==> config.mk <==
export PLATFORM = sky130hd
export DESIGN_NAME = pipelined_cla_adder
export DESIGN_NICKNAME = d
export VERILOG_FILES = /design/src/rtl/pipelined_cla_adder.sv
export SDC_FILE = /design/constraint.sdc
export NUM_CORES = 1
export LEC_CHECK = 0
export BUFFER_PORTS_ARGS = -buffer_cell sky130_fd_sc_hd__buf_2
export CAP_MARGIN = 20
export CORE_ASPECT_RATIO = 0.7
export CORE_MARGIN = 2
export CORE_UTILIZATION = 55
export DETAILED_ROUTE_END_ITERATION = 7
export HOLD_SLACK_MARGIN = 0.03
export PLACE_DENSITY = 0.77
export SLEW_MARGIN = 20
export SYNTH_ARGS = -nofsm -noshare
export SYNTH_HDL_FRONTEND = slang
export SYNTH_SLANG_ARGS = --single-unit
==> constraint.sdc <==
create_clock -name clk -period 2.1 [get_ports clk]
set_input_delay 0.21 -clock clk [delete_from_list [all_inputs] [get_ports clk]]
set_output_delay 0.21 -clock clk [all_outputs]
set_load 0.05 [all_outputs]
==> src/rtl/pipelined_cla_adder.sv <==
// Pipelined carry-lookahead adder/subtractor: one GROUP-bit lookahead group is
// resolved per stage, with the inter-group carry registered between stages.
module pipelined_cla_adder #(
  parameter int WIDTH = 16,
  parameter int GROUP = 4
) (
  input  logic             clk,
  input  logic             rst,
  input  logic             in_valid,
  output logic             in_ready,
  input  logic [WIDTH-1:0] a,
  input  logic [WIDTH-1:0] b,
  input  logic             cin,
  input  logic             sub,
  output logic             out_valid,
  input  logic             out_ready,
  output logic [WIDTH-1:0] sum,
  output logic             cout,
  output logic             ovf
);

  localparam int NG = WIDTH / GROUP;

  // Carries of one group as flattened sums of products; no c[i] feeds c[i+1].
  function automatic logic [GROUP:0] cla_carries(input logic [GROUP-1:0] p,
                                                 input logic [GROUP-1:0] g,
                                                 input logic             c0);
    logic [GROUP:0] c;
    logic           acc;
    logic           pp;
    c[0] = c0;
    for (int i = 0; i < GROUP; i++) begin
      acc = g[i];
      pp  = p[i];
      for (int j = i - 1; j >= 0; j--) begin
        acc = acc | (pp & g[j]);
        pp  = pp & p[j];
      end
      c[i+1] = acc | (pp & c0);
    end
    return c;
  endfunction

  logic             stall;
  logic             en;
  logic [WIDTH-1:0] a_w [NG];
  logic [WIDTH-1:0] b_w [NG];
  logic [WIDTH-1:0] s_w [NG+1];
  logic             c_w [NG+1];
  logic             v_w [NG+1];

  // A stalled output freezes the whole pipe, bubbles included.
  assign stall    = v_w[NG] && !out_ready;
  assign en       = !stall;
  assign in_ready = en;

  assign a_w[0] = a;
  assign b_w[0] = sub ? ~b : b;
  assign s_w[0] = '0;
  assign c_w[0] = sub ? 1'b1 : cin;
  assign v_w[0] = in_valid;

  assign out_valid = v_w[NG];
  assign sum       = s_w[NG];
  assign cout      = c_w[NG];

  for (genvar k = 0; k < NG; k++) begin : g_stage
    logic [GROUP-1:0] p;
    logic [GROUP-1:0] g;
    logic [GROUP:0]   c;
    logic [WIDTH-1:0] s_d;
    logic [WIDTH-1:0] s_q;
    logic             c_q;
    logic             vld_q;

    always_comb begin
      p   = a_w[k][k*GROUP +: GROUP] ^ b_w[k][k*GROUP +: GROUP];
      g   = a_w[k][k*GROUP +: GROUP] & b_w[k][k*GROUP +: GROUP];
      c   = cla_carries(p, g, c_w[k]);
      s_d = s_w[k];
      s_d[k*GROUP +: GROUP] = p ^ c[GROUP-1:0];
    end

    // Stage k register: resolved sum bits, group carry-out and valid.
    always_ff @(posedge clk) begin
      if (rst) begin
        vld_q <= 1'b0;
        s_q   <= '0;
        c_q   <= 1'b0;
      end else if (en) begin
        vld_q <= v_w[k];
        s_q   <= s_d;
        c_q   <= c[GROUP];
      end
    end

    assign s_w[k+1] = s_q;
    assign c_w[k+1] = c_q;
    assign v_w[k+1] = vld_q;

    if (k < NG - 1) begin : g_pass
      logic [WIDTH-1:0] a_q;
      logic [WIDTH-1:0] b_q;

      always_ff @(posedge clk) begin
        if (en) begin
          a_q <= a_w[k];
          b_q <= b_w[k];
        end
      end

      assign a_w[k+1] = a_q;
      assign b_w[k+1] = b_q;
    end

    if (k == NG - 1) begin : g_flag
      logic ovf_q;

      // Carry into the MSB differs from carry out of it on signed overflow.
      always_ff @(posedge clk) begin
        if (rst) begin
          ovf_q <= 1'b0;
        end else if (en) begin
          ovf_q <= c[GROUP] ^ c[GROUP-1];
        end
      end

      assign ovf = ovf_q;
    end
  end

endmodule

==> flow_metrics.py, run 1 <==
metrics = {
    "status": {
        "outcome": "finished clean",
    },
    "detailed_routing": {
        "via_per_inst": 5.088,
        "drtIter0Drc": 72,
        "drcViolationCount": 0,
        "vias": 2610,
        "wl_per_cell_um": 13.36,
        "postRouteAntennaNets": 0,
        "firstDrtPassIters": 5,
        "totalWireLength_mm": 6.852,
    },
    "logic_synthesis": {
        "synthAdderAreaFrac": 0.07756,
        "synth_top_family_by_area": "compound AO/OA/AOI/OAI gates",
        "ys_warn_count": 0,
        "synth_mux_area_frac": 0,
        "syn_inst": 345,
        "synthesis.area_sq_um": 3936,
        "ys_seq_area_frac": 0.6154,
        "yosysUniqueCellTypes": 41,
        "synthTopCellsByArea": "edfxtp_1 37%, dfxtp_1 25%, nand2_1 6.5%",
        "synth_compound_area_frac": 0.1163,
        "synth_area_leader_cell": "edfxtp_1",
        "yosys.area.top_type_share": 0.3662,
        "postSynthAreaPerCell_sq_um": 11.41,
        "synth-xor-area-share": 0.04450,
        "ys_ff_latch": 97,
        "yosys.area_share.simple": 0.1132,
        "syn-num-nets": 405,
    },
    "floorplan": {
        "fp-row-count": 25,
        "core_area_sq_um": 6850,
        "die_h_um": 74.78,
        "initial_core_util": 0.5746,
        "die_w_um": 105.1,
        "die-area_sq_um": 7861,
        "ios": 58,
    },
    "pwr": {
        "seq_power_share": 0.540,
        "clockPowerShare": 0.308,
        "power.density_nw_per_um2": 901.6,
        "internal_power_mw": 3.107,
        "comb_power_share": 0.152,
        "ir_drop_mv": 0.5785,
        "p_leak_nw": 1.891,
        "swShare": 0.2603,
        "switchingPower_mw": 1.093,
    },
    "worst_setup_path": {
        "cp_max_fo": 20,
        "worstSetupPathType": "flop to output port",
        "worst_ep_arrival_time_ns": 1.55,
        "end_kind": "output port",
        "cp-start-kind": "flop",
        "crit_required_ns": 1.89,
    },
    "global_routing": {
        "grt_overflow_total": 0,
        "track_usage": 0.1855,
        "grt_max_degree": 53,
        "antenna_found_initial": 0,
        "grt_pass1_wl_mm": 11.31,
        "grt_pass1_vias": 2443,
    },
    "place": {
        "globalplace.congestion": 0.7860,
        "hpwl_mm": 4.592,
        "port_buffers": 57,
        "dpl-instance-area_sq_um": 4320,
        "dp_cells": 485,
        "place_ws_ns": 0.2767,
    },
    "clock_tree": {
        "path_clk_slew_ns": 0.08,
        "numCtsBuffers": 9,
        "cts_max_path_buffers": 2,
        "tritoncts": "built",
        "cts_setup_buffers": 0,
        "worstSkewPairLatency_ns": 0.35,
        "clockRootBuffer": "clkbuf_8",
        "cts.sinks": 97,
        "cts_resized": 0,
        "htreeDepth": 3,
    },
    "timing": {
        "finalCriticalPeriod_ns": 1.759,
        "fin_tns_setup_ns": 0,
        "setup_viol": 0,
        "skew_ns": 0.009594,
        "drv_slew": 0,
        "hold_violations": 0,
        "worst_slew_pin_slew_ns": 0.5813,
        "slew_headroom": 0.6116,
        "period_share": 0.8376,
        "fin_ws_ns": 0.3410,
        "fmax_mhz": 568.5,
        "rsz0062_at_grt": "no",
    },
    "cells_and_area": {
        "drive_above_1_share": 0.2029,
        "area_growth_pct": 18.34,
        "final_nets": 474,
        "num-fill-cells": 517,
        "multi_input_area_sq_um": 1391,
        "regArea_sq_um": 2422,
        "antenna_cells": 0,
        "fin_cells": 513,
        "mostFrequentLayoutCell": "nand2_1",
        "fin_util": 0.6800,
        "layout_common_cells": "68 x nand2_1, 57 x buf_2, 49 x dfxtp_1, 48 x edfxtp_1, 36 x a21oi_1",
        "stdcell_area_sq_um": 4658,
    },
    "run": {
        "max-cap-violations": 0,
    },
    "worst_hold_path": {
        "hold_path.class": "input port to flop",
    },
}
[cell type report]
class                           count  area share
Clock buffer                       10     0.02740
Sequential cell                    97      0.5200
Timing Repair Buffer               77      0.1026
Inverter                            8    0.006715
Tap cell                           94     0.02525
Multi-Input combinational cell    221      0.2987
Clock inverter                      6     0.01934
[cells by family (layout without fill, tap and decap cells)]
| kind of cell | Yosys count | after routing |
|---|---|---|
| AO/OA/AOI/OAI | 74 | 74 |
| buffers and inverters | 27 | 101 |
| XOR/XNOR | 20 | 20 |
| AND/OR/NAND/NOR | 105 | 105 |
| flip-flops | 97 | 97 |
| adder cells (fa/ha/maj) | 22 | 22 |
[cell usage after synthesis]
cell,number
inv_2,2
buf_2,11
a211oi_2,1
o21ai_0,10
a21boi_0,1
nand2_1,68
nand4b_1,2
o311ai_1,1
a311oi_1,1
a31o_1,1
edfxtp_1,48
a32o_1,2
and3_1,1
clkbuf_1,2
inv_1,6
o21bai_1,1
or4_1,1
buf_4,2
nor3_1,5
a31oi_1,4
buf_6,1
o211ai_2,1
ha_1,18
xor2_1,16
dfxtp_1,49
xnor2_1,4
nand3_1,3
or3b_1,1
a211oi_1,7
o31ai_1,1
a221oi_1,1
fa_1,4
a32oi_1,1
buf_1,3
a2111oi_0,1
o211ai_1,4
nor2b_1,1
nor3b_1,2
nor4b_1,2
nor2_1,19
a21oi_1,36
[per-layer routing]
metal  vias to the layer above  wire length (um)  track usage  part of all wire
met5                         -                 0            0                 0
met4                         0                94      0.06815             0.014
met3                        12               447      0.05628             0.065
met2                        75              2914       0.2843              0.43
met1                      1173              3395       0.2549              0.50
li1                       1350                 -            -                 -
[sequential cells by signal (all words and copies together) (netlist names)]
name                count
g_stage.g_pass.a_q     24
g_stage.s_q            24
cout                    1
sum                    16
g_stage.g_pass.b_q     24
ovf                     1
g_stage.c_q             3
out_valid               1
g_stage.vld_q           3
[power by group through the flow]
stage,clock network [mW],logic (mW),registers (mW)
finish,1.29,0.638,2.27
global route,1.40,0.711,2.29
global placement,0,0.599,2.31
CTS,1.33,0.639,2.27
floorplan,0,0.343,2.41
detailed placement,0,0.617,2.31
[worst paths after layout]
| kind | depth (start not counted) | slack, ns | endpoint | startpoint |
|---|---|---|---|---|
| worst max-delay path | 4 | 0.34 | in_ready | out_valid |
| worst min-delay path | 3 | 0.10 | g_stage[0].vld_q | in_valid |
| worst max register to register | 5 | 0.37 | cout | g_stage[2].g_pass.b_q[12] |
| worst min register to register | 0 | 0.42 | g_stage[2].g_pass.b_q[15] | g_stage[1].g_pass.b_q[15] |
[repair_timing]
item	CTS	global route
endpoints found under the setup margin	0	0
hold buffers	12	0
hold endpoints to repair	12	0
[critical path, stage by stage (launching register included)]
cell and delay [ns]:
dfxtp_1 0.33, nor2b_4 0.19, clkinv_2 0.17, buf_4 0.26, buf_2 0.24
[per-stage QoR]
stage               hold slack [ns]  power [mW]
global placement             0.3862       2.904
floorplan                    0.3089       2.754
global route                 0.1008       4.395
detailed placement           0.3881       2.928
finish                       0.1037       4.200
CTS                         0.08781       4.235
Note: power is estimated with default switching activity, not from simulation.
==> inputs of run 2 (changes only) <==
--- a/config.mk
+++ b/config.mk
@@ -5,6 +5,7 @@
 export SDC_FILE = /design/constraint.sdc
 export NUM_CORES = 1
 export LEC_CHECK = 0
+export ABC_AREA = 1
 export BUFFER_PORTS_ARGS = -buffer_cell sky130_fd_sc_hd__buf_2
 export CAP_MARGIN = 20
 export CORE_ASPECT_RATIO = 0.7
==> constraint.sdc (replaced) <==
create_clock -name clk -period 1.7 [get_ports clk]
set_input_delay 0.17 -clock clk [delete_from_list [all_inputs] [get_ports clk]]
set_output_delay 0.17 -clock clk [all_outputs]
set_load 0.05 [all_outputs]
==> run 2 against run 1 <==
  * Power grew 28%
  * Sequential cell count is the same
  * Sequential power up 25%
  * Clock skew grew 0.0010 ns
  * Setup slack lost 0.27 ns
  * Area after synthesis is 2.8% higher
  * Critical path depth increased by 1
  * Critical endpoint unchanged
  * Largest power group unchanged
==> flow_metrics.py, run 2 <==
metrics = {
    "cells_and_area": {
        "antenna_cells": 0,
        "drive_above_1_share": 0.1933,
        "fin_util": 0.6750,
        "mostFrequentLayoutCell": "nor2_1",
        "area_growth_pct": 20.51,
        "final_nets": 536,
        "top_regs": "g_stage.g_pass.a_q: 24 flops, g_stage.g_pass.b_q: 24 flops, g_stage.s_q: 24 flops",
        "stdcell_area_sq_um": 4875,
        "layout_common_cells": "69 x nor2_1, 57 x buf_2, 49 x dfxtp_1, 48 x edfxtp_1, 40 x o21ai_0",
    },
    "timing": {
        "period_share": 0.9555,
        "slew_headroom": 0.7734,
        "rsz0062_at_grt": "no",
        "hold_violations": 0,
        "fmax_mhz": 615.6,
        "drv_slew": 0,
        "finalCriticalPeriod_ns": 1.624,
        "fin_tns_setup_ns": 0,
        "setup_viol": 0,
        "skew_ns": 0.01060,
        "worst_slew_pin_slew_ns": 0.3394,
    },
    "global_routing": {
        "antenna_found_initial": 0,
        "grt_pass1_wl_mm": 11.81,
        "track_usage": 0.1918,
        "grt_pass1_vias": 2599,
        "grt_overflow_total": 0,
        "grt_max_degree": 35,
    },
    "place": {
        "hpwl_mm": 5.350,
        "globalplace.congestion": 0.7941,
        "port_buffers": 57,
        "dpl-instance-area_sq_um": 4533,
    },
    "logic_synthesis": {
        "synthTopCellsByCount": "70 x nor2_1, 49 x dfxtp_1, 48 x edfxtp_1",
        "syn_inst": 396,
        "synth_area_leader_cell": "edfxtp_1",
        "post-synth-top-count-cell": "nor2_1",
        "async_flop_share": 0,
        "synthTopCellsByArea": "edfxtp_1 36%, dfxtp_1 24%, nor2_1 6.5%",
        "ys_ff_latch": 97,
        "postSynthAreaPerCell_sq_um": 10.21,
        "synthesis.area_sq_um": 4045,
        "yosysUniqueCellTypes": 24,
        "ys_warn_count": 0,
        "ys_seq_area_frac": 0.5988,
        "syn-num-nets": 456,
        "synth_flop_cell": "dfxtp_1",
        "synth_edf_count": 48,
        "yosys.area.top_type_share": 0.3563,
    },
    "detailed_routing": {
        "postRouteAntennaNets": 0,
        "drtIter0Drc": 154,
        "firstDrtPassIters": 4,
        "totalWireLength_mm": 7.564,
        "drcViolationCount": 0,
        "vias": 2856,
        "via_per_inst": 4.933,
        "wl_per_cell_um": 13.06,
    },
    "worst_setup_path": {
        "cp-start-kind": "flop",
        "worst_ep_arrival_time_ns": 1.45,
        "worstSetupPathType": "flop to output port",
        "cp_max_fo": 29,
        "crit_required_ns": 1.53,
        "end_kind": "output port",
    },
    "floorplan": {
        "fp-row-count": 26,
        "core_area_sq_um": 7222,
        "ios": 58,
        "initial_core_util": 0.5601,
        "die-area_sq_um": 8067,
        "die_h_um": 75.75,
        "die_w_um": 106.5,
    },
    "clock_tree": {
        "tritoncts": "built",
        "worstSkewPairLatency_ns": 0.37,
        "path_clk_slew_ns": 0.10,
        "cts_setup_buffers": 0,
        "cts.sinks": 97,
        "clockRootBuffer": "clkbuf_8",
        "numCtsBuffers": 9,
        "cts_max_path_buffers": 2,
        "htreeDepth": 3,
    },
    "pwr": {
        "ir_drop_mv": 0.4585,
        "power_mw": 5.359,
        "power.density_nw_per_um2": 1099,
        "p_leak_nw": 2.338,
    },
    "worst_hold_path": {
        "hold_path.class": "input port to flop",
    },
    "status": {
        "outcome": "finished clean",
    },
    "run": {
        "max-cap-violations": 0,
    },
}
==> run 2: final cells by class <==
class | count | area (sq um)
fill | 558 | 2347
sequential | 97 | 2422
timing repair buffer | 84 | 568.0
multi-input combinational | 245 | 1408
clock buffer | 12 | 177.7
inverter | 39 | 148.9
tap | 98 | 122.6
clock inverter | 4 | 27.53
==> run 2: metrics by stage <==
step	hold slack [ns]	cells	setup slack [ns]
floorplan	0.2391	396	0.1382
CTS	0.03909	579	0.004860
global route	0.04753	579	0.005363
global placement	0.3470	551	0.2332
detailed placement	0.3481	551	0.1155
finish	0.04998	579	0.07568
==> run 2: kinds of logic (layout without fill, tap and decap cells) <==
family,Yosys count,count (layout),share of synthesized area
simple gates,135,135,0.1380
fa+ha+maj,22,22,0.07547
buf+inv,54,139,0.05691
flops,97,97,0.5988
xor+xnor,20,20,0.04330
compound gates,68,68,0.08753
==> run 2: what timing repair did <==
| action | CTS | global route |
|---|---|---|
| setup endpoints to repair | 0 | 2 |
| hold endpoints to repair | 12 | 0 |
| gates resized for setup | 0 | 3 |
| hold buffers | 12 | 0 |
==> run 2: metal layers <==
metal	wire length [um]	GRT usage
met1	3659	0.2551
met2	3405	0.3148
met3	406	0.05047
met4	92	0.06205
met5	0	0
==> run 2: power breakdown <==
part           switching, mW  internal (mW)
clock network          0.805          0.720
registers              0.121           2.72
logic                  0.623          0.368
total                   1.55           3.81
==> run 2: final timing paths <==
path / startpoint / endpoint / slack (ns) / cells past startpoint
worst max register to register: g_stage[1].g_pass.b_q[10] / g_stage[2].c_q / 0.13 / 9
worst min register to register: g_stage[0].g_pass.a_q[8] / g_stage[1].g_pass.a_q[8] / 0.42 / 0
worst min-delay path: rst / g_stage[2].s_q[11] / 0.05 / 2
worst max-delay path: out_valid / in_ready / 0.08 / 5
==> run 2: critical path, stage by stage, from the launching register on <==
cell and delay (ns):
dfxtp_1 0.32, inv_1 0.08, nor2_4 0.05, inv_4 0.13, buf_12 0.21, buf_2 0.29
==> inputs of run 3 (changes only) <==
--- a/config.mk
+++ b/config.mk
@@ -9,7 +9,6 @@
 export BUFFER_PORTS_ARGS = -buffer_cell sky130_fd_sc_hd__buf_2
 export CAP_MARGIN = 20
 export CORE_ASPECT_RATIO = 0.7
-export CORE_MARGIN = 2
 export CORE_UTILIZATION = 55
 export DETAILED_ROUTE_END_ITERATION = 7
 export HOLD_SLACK_MARGIN = 0.03
==> run 3 against run 2 <==
  * Sequential power is essentially flat
  * Combinational power shrank 3.7%
  * Fmax grew 3.4%
  * Critical path type unchanged
  * Wire length shrank 11%
  * Power shrank 3.1%
  * Final area shrank 1.6%
  * First-iteration DRC count shrank 42%
  * Via count shrank 3.2%
  * Largest power group unchanged
  * Hold slack gained 0.037 ns
==> flow_metrics.py, run 3 (synthesis results as in run 2) <==
metrics = {
    "timing": {
        "drv_slew": 0,
        "slew_headroom": 0.6270,
        "period_share": 0.9240,
        "finalCriticalPeriod_ns": 1.571,
        "worst_slew_pin_slew_ns": 0.5587,
        "fin_ws_ns": 0.1292,
        "skew_ns": 0.01091,
        "hold_violations": 0,
        "fin_tns_setup_ns": 0,
        "setup_viol": 0,
        "whs_ns": 0.08706,
        "fmax_mhz": 636.6,
        "rsz0062_at_grt": "no",
    },
    "floorplan": {
        "die-area_sq_um": 7707,
        "ios": 58,
        "die_h_um": 73.75,
        "core_area_sq_um": 6944,
        "initial_core_util": 0.5825,
        "fp-row-count": 25,
        "die_w_um": 104.5,
    },
    "detailed_routing": {
        "wl_met1_mm": 3.482,
        "drcViolationCount": 0,
        "dr_wl_met2_mm": 2.915,
        "totalWireLength_mm": 6.751,
        "via_per_inst": 4.819,
        "dr_wl_met3_um": 329,
        "vias": 2766,
        "wl_per_cell_um": 11.76,
        "firstDrtPassIters": 4,
        "top_layer_used": "met4",
        "drtIter0Drc": 90,
        "postRouteAntennaNets": 0,
    },
    "worst_setup_path": {
        "rr_worst_depth": 9,
        "r2r_end": "g_stage[1].c_q",
        "crit_required_ns": 1.53,
        "end_kind": "output port",
        "cp-start-kind": "flop",
        "r2r_start": "g_stage[0].g_pass.b_q[6]",
        "r2r_slack_ns": 0.17,
        "cp_max_fo": 39,
        "worst_ep_arrival_time_ns": 1.40,
        "worstSetupPathType": "flop to output port",
    },
    "cells_and_area": {
        "area_growth_pct": 18.53,
        "top_regs": "g_stage.g_pass.a_q: 24 flops, g_stage.g_pass.b_q: 24 flops, g_stage.s_q: 24 flops",
        "final_nets": 535,
        "stdcell_area_sq_um": 4795,
        "layout_common_cells": "70 x nor2_1, 56 x buf_2, 49 x dfxtp_1, 48 x edfxtp_1, 40 x o21ai_0",
        "fin_cells": 574,
        "antenna_cells": 0,
        "drive_above_1_share": 0.1833,
        "mostFrequentLayoutCell": "nor2_1",
    },
    "place": {
        "hpwl_mm": 4.625,
        "dp_cells": 542,
        "port_buffers": 57,
        "dpl-instance-area_sq_um": 4453,
        "place_ws_ns": 0.1924,
        "globalplace.congestion": 0.8614,
    },
    "global_routing": {
        "grt_overflow_total": 0,
        "grt_max_degree": 46,
        "grt_pass1_vias": 2613,
        "grt_pass1_wl_mm": 11.54,
        "track_usage": 0.1948,
        "antenna_found_initial": 0,
    },
    "clock_tree": {
        "clockRootBuffer": "clkbuf_8",
        "worstSkewPairLatency_ns": 0.36,
        "cts.sinks": 97,
        "path_clk_slew_ns": 0.08,
        "cts_max_path_buffers": 2,
        "tritoncts": "built",
        "htreeDepth": 3,
        "numCtsBuffers": 9,
    },
    "worst_hold_path": {
        "hold_path_end": "g_stage[0].s_q[3]",
        "hold_path.class": "input port to flop",
        "hp-start": "rst",
        "min_path_cells": 2,
    },
    "pwr": {
        "ir_drop_mv": 0.5016,
        "power.density_nw_per_um2": 1083,
        "p_leak_nw": 2.295,
    },
    "run": {
        "max-cap-violations": 0,
    },
    "status": {
        "outcome": "finished clean",
    },
}
-- run 3: changes by cell type in the layout (fill, tap and decap cells not counted), sizes merged --
| cell | previous run | this run |
|---|---|---|
| bufinv | 0 | 1 |
| clkinvlp | 0 | 2 |
| clkinv | 0 | 5 |
| inv | 43 | 38 |
| buf | 72 | 71 |
| clkbuf | 12 | 9 |
-- run 3: area by class of cell --
cell class	count	area [sq um]
clock buffer	9	123.9
clock inverter	7	61.31
fill	547	2150
inverter	39	151.4
multi-input combinational	245	1393
sequential	97	2422
tap	94	117.6
timing repair buffer	83	525.5
-- run 3: worst max path at each step --
stage               startpoint                   endpoint  slack [ns]
global placement           sub          g_stage[0].s_q[3]        0.22
finish               out_valid                   in_ready        0.13
detailed placement         sub          g_stage[0].s_q[3]        0.19
CTS                  out_valid                   in_ready        0.05
global route         out_valid                   in_ready        0.01
floorplan            out_valid  g_stage[0].g_pass.a_q[10]        0.14
-- run 3: where the power goes --
part	internal [mW]	switching [mW]	leakage, nW
sequential	2.72	0.115	0.911
combinational	0.352	0.602	1.30
clock	0.662	0.740	0.0877
total	3.74	1.46	2.29
-- run 3: what timing repair did --
action                                  in CTS  in global routing
hold endpoints to repair                    12                  0
cloned                                       0                  0
setup buffers                                0                  4
hold buffers                                12                  0
endpoints found under the setup margin       1                  1
gates resized for setup                      1                  2
-- run 3: per-stage QoR --
step                      utilization  power, mW
after floorplan                     -      3.564
after global placement         0.6413      3.783
after detailed placement       0.6413      3.821
after CTS                      0.6858      5.250
after global routing           0.6905      5.483
final                          0.6905      5.193
-- run 3: metal layers --
metal  vias up  global-route usage
met3         2             0.06211
met4         0             0.07619
li1       1470                   -
met5         -                   0
met2        72              0.3054
met1      1222              0.2545
-- run 3: critical path, stage by stage, from the launching register on --
cell and delay, ns:
dfxtp_1 0.33, inv_1 0.07, nor2_4 0.12, clkinv_4 0.11, buf_12 0.19, buf_4 0.21
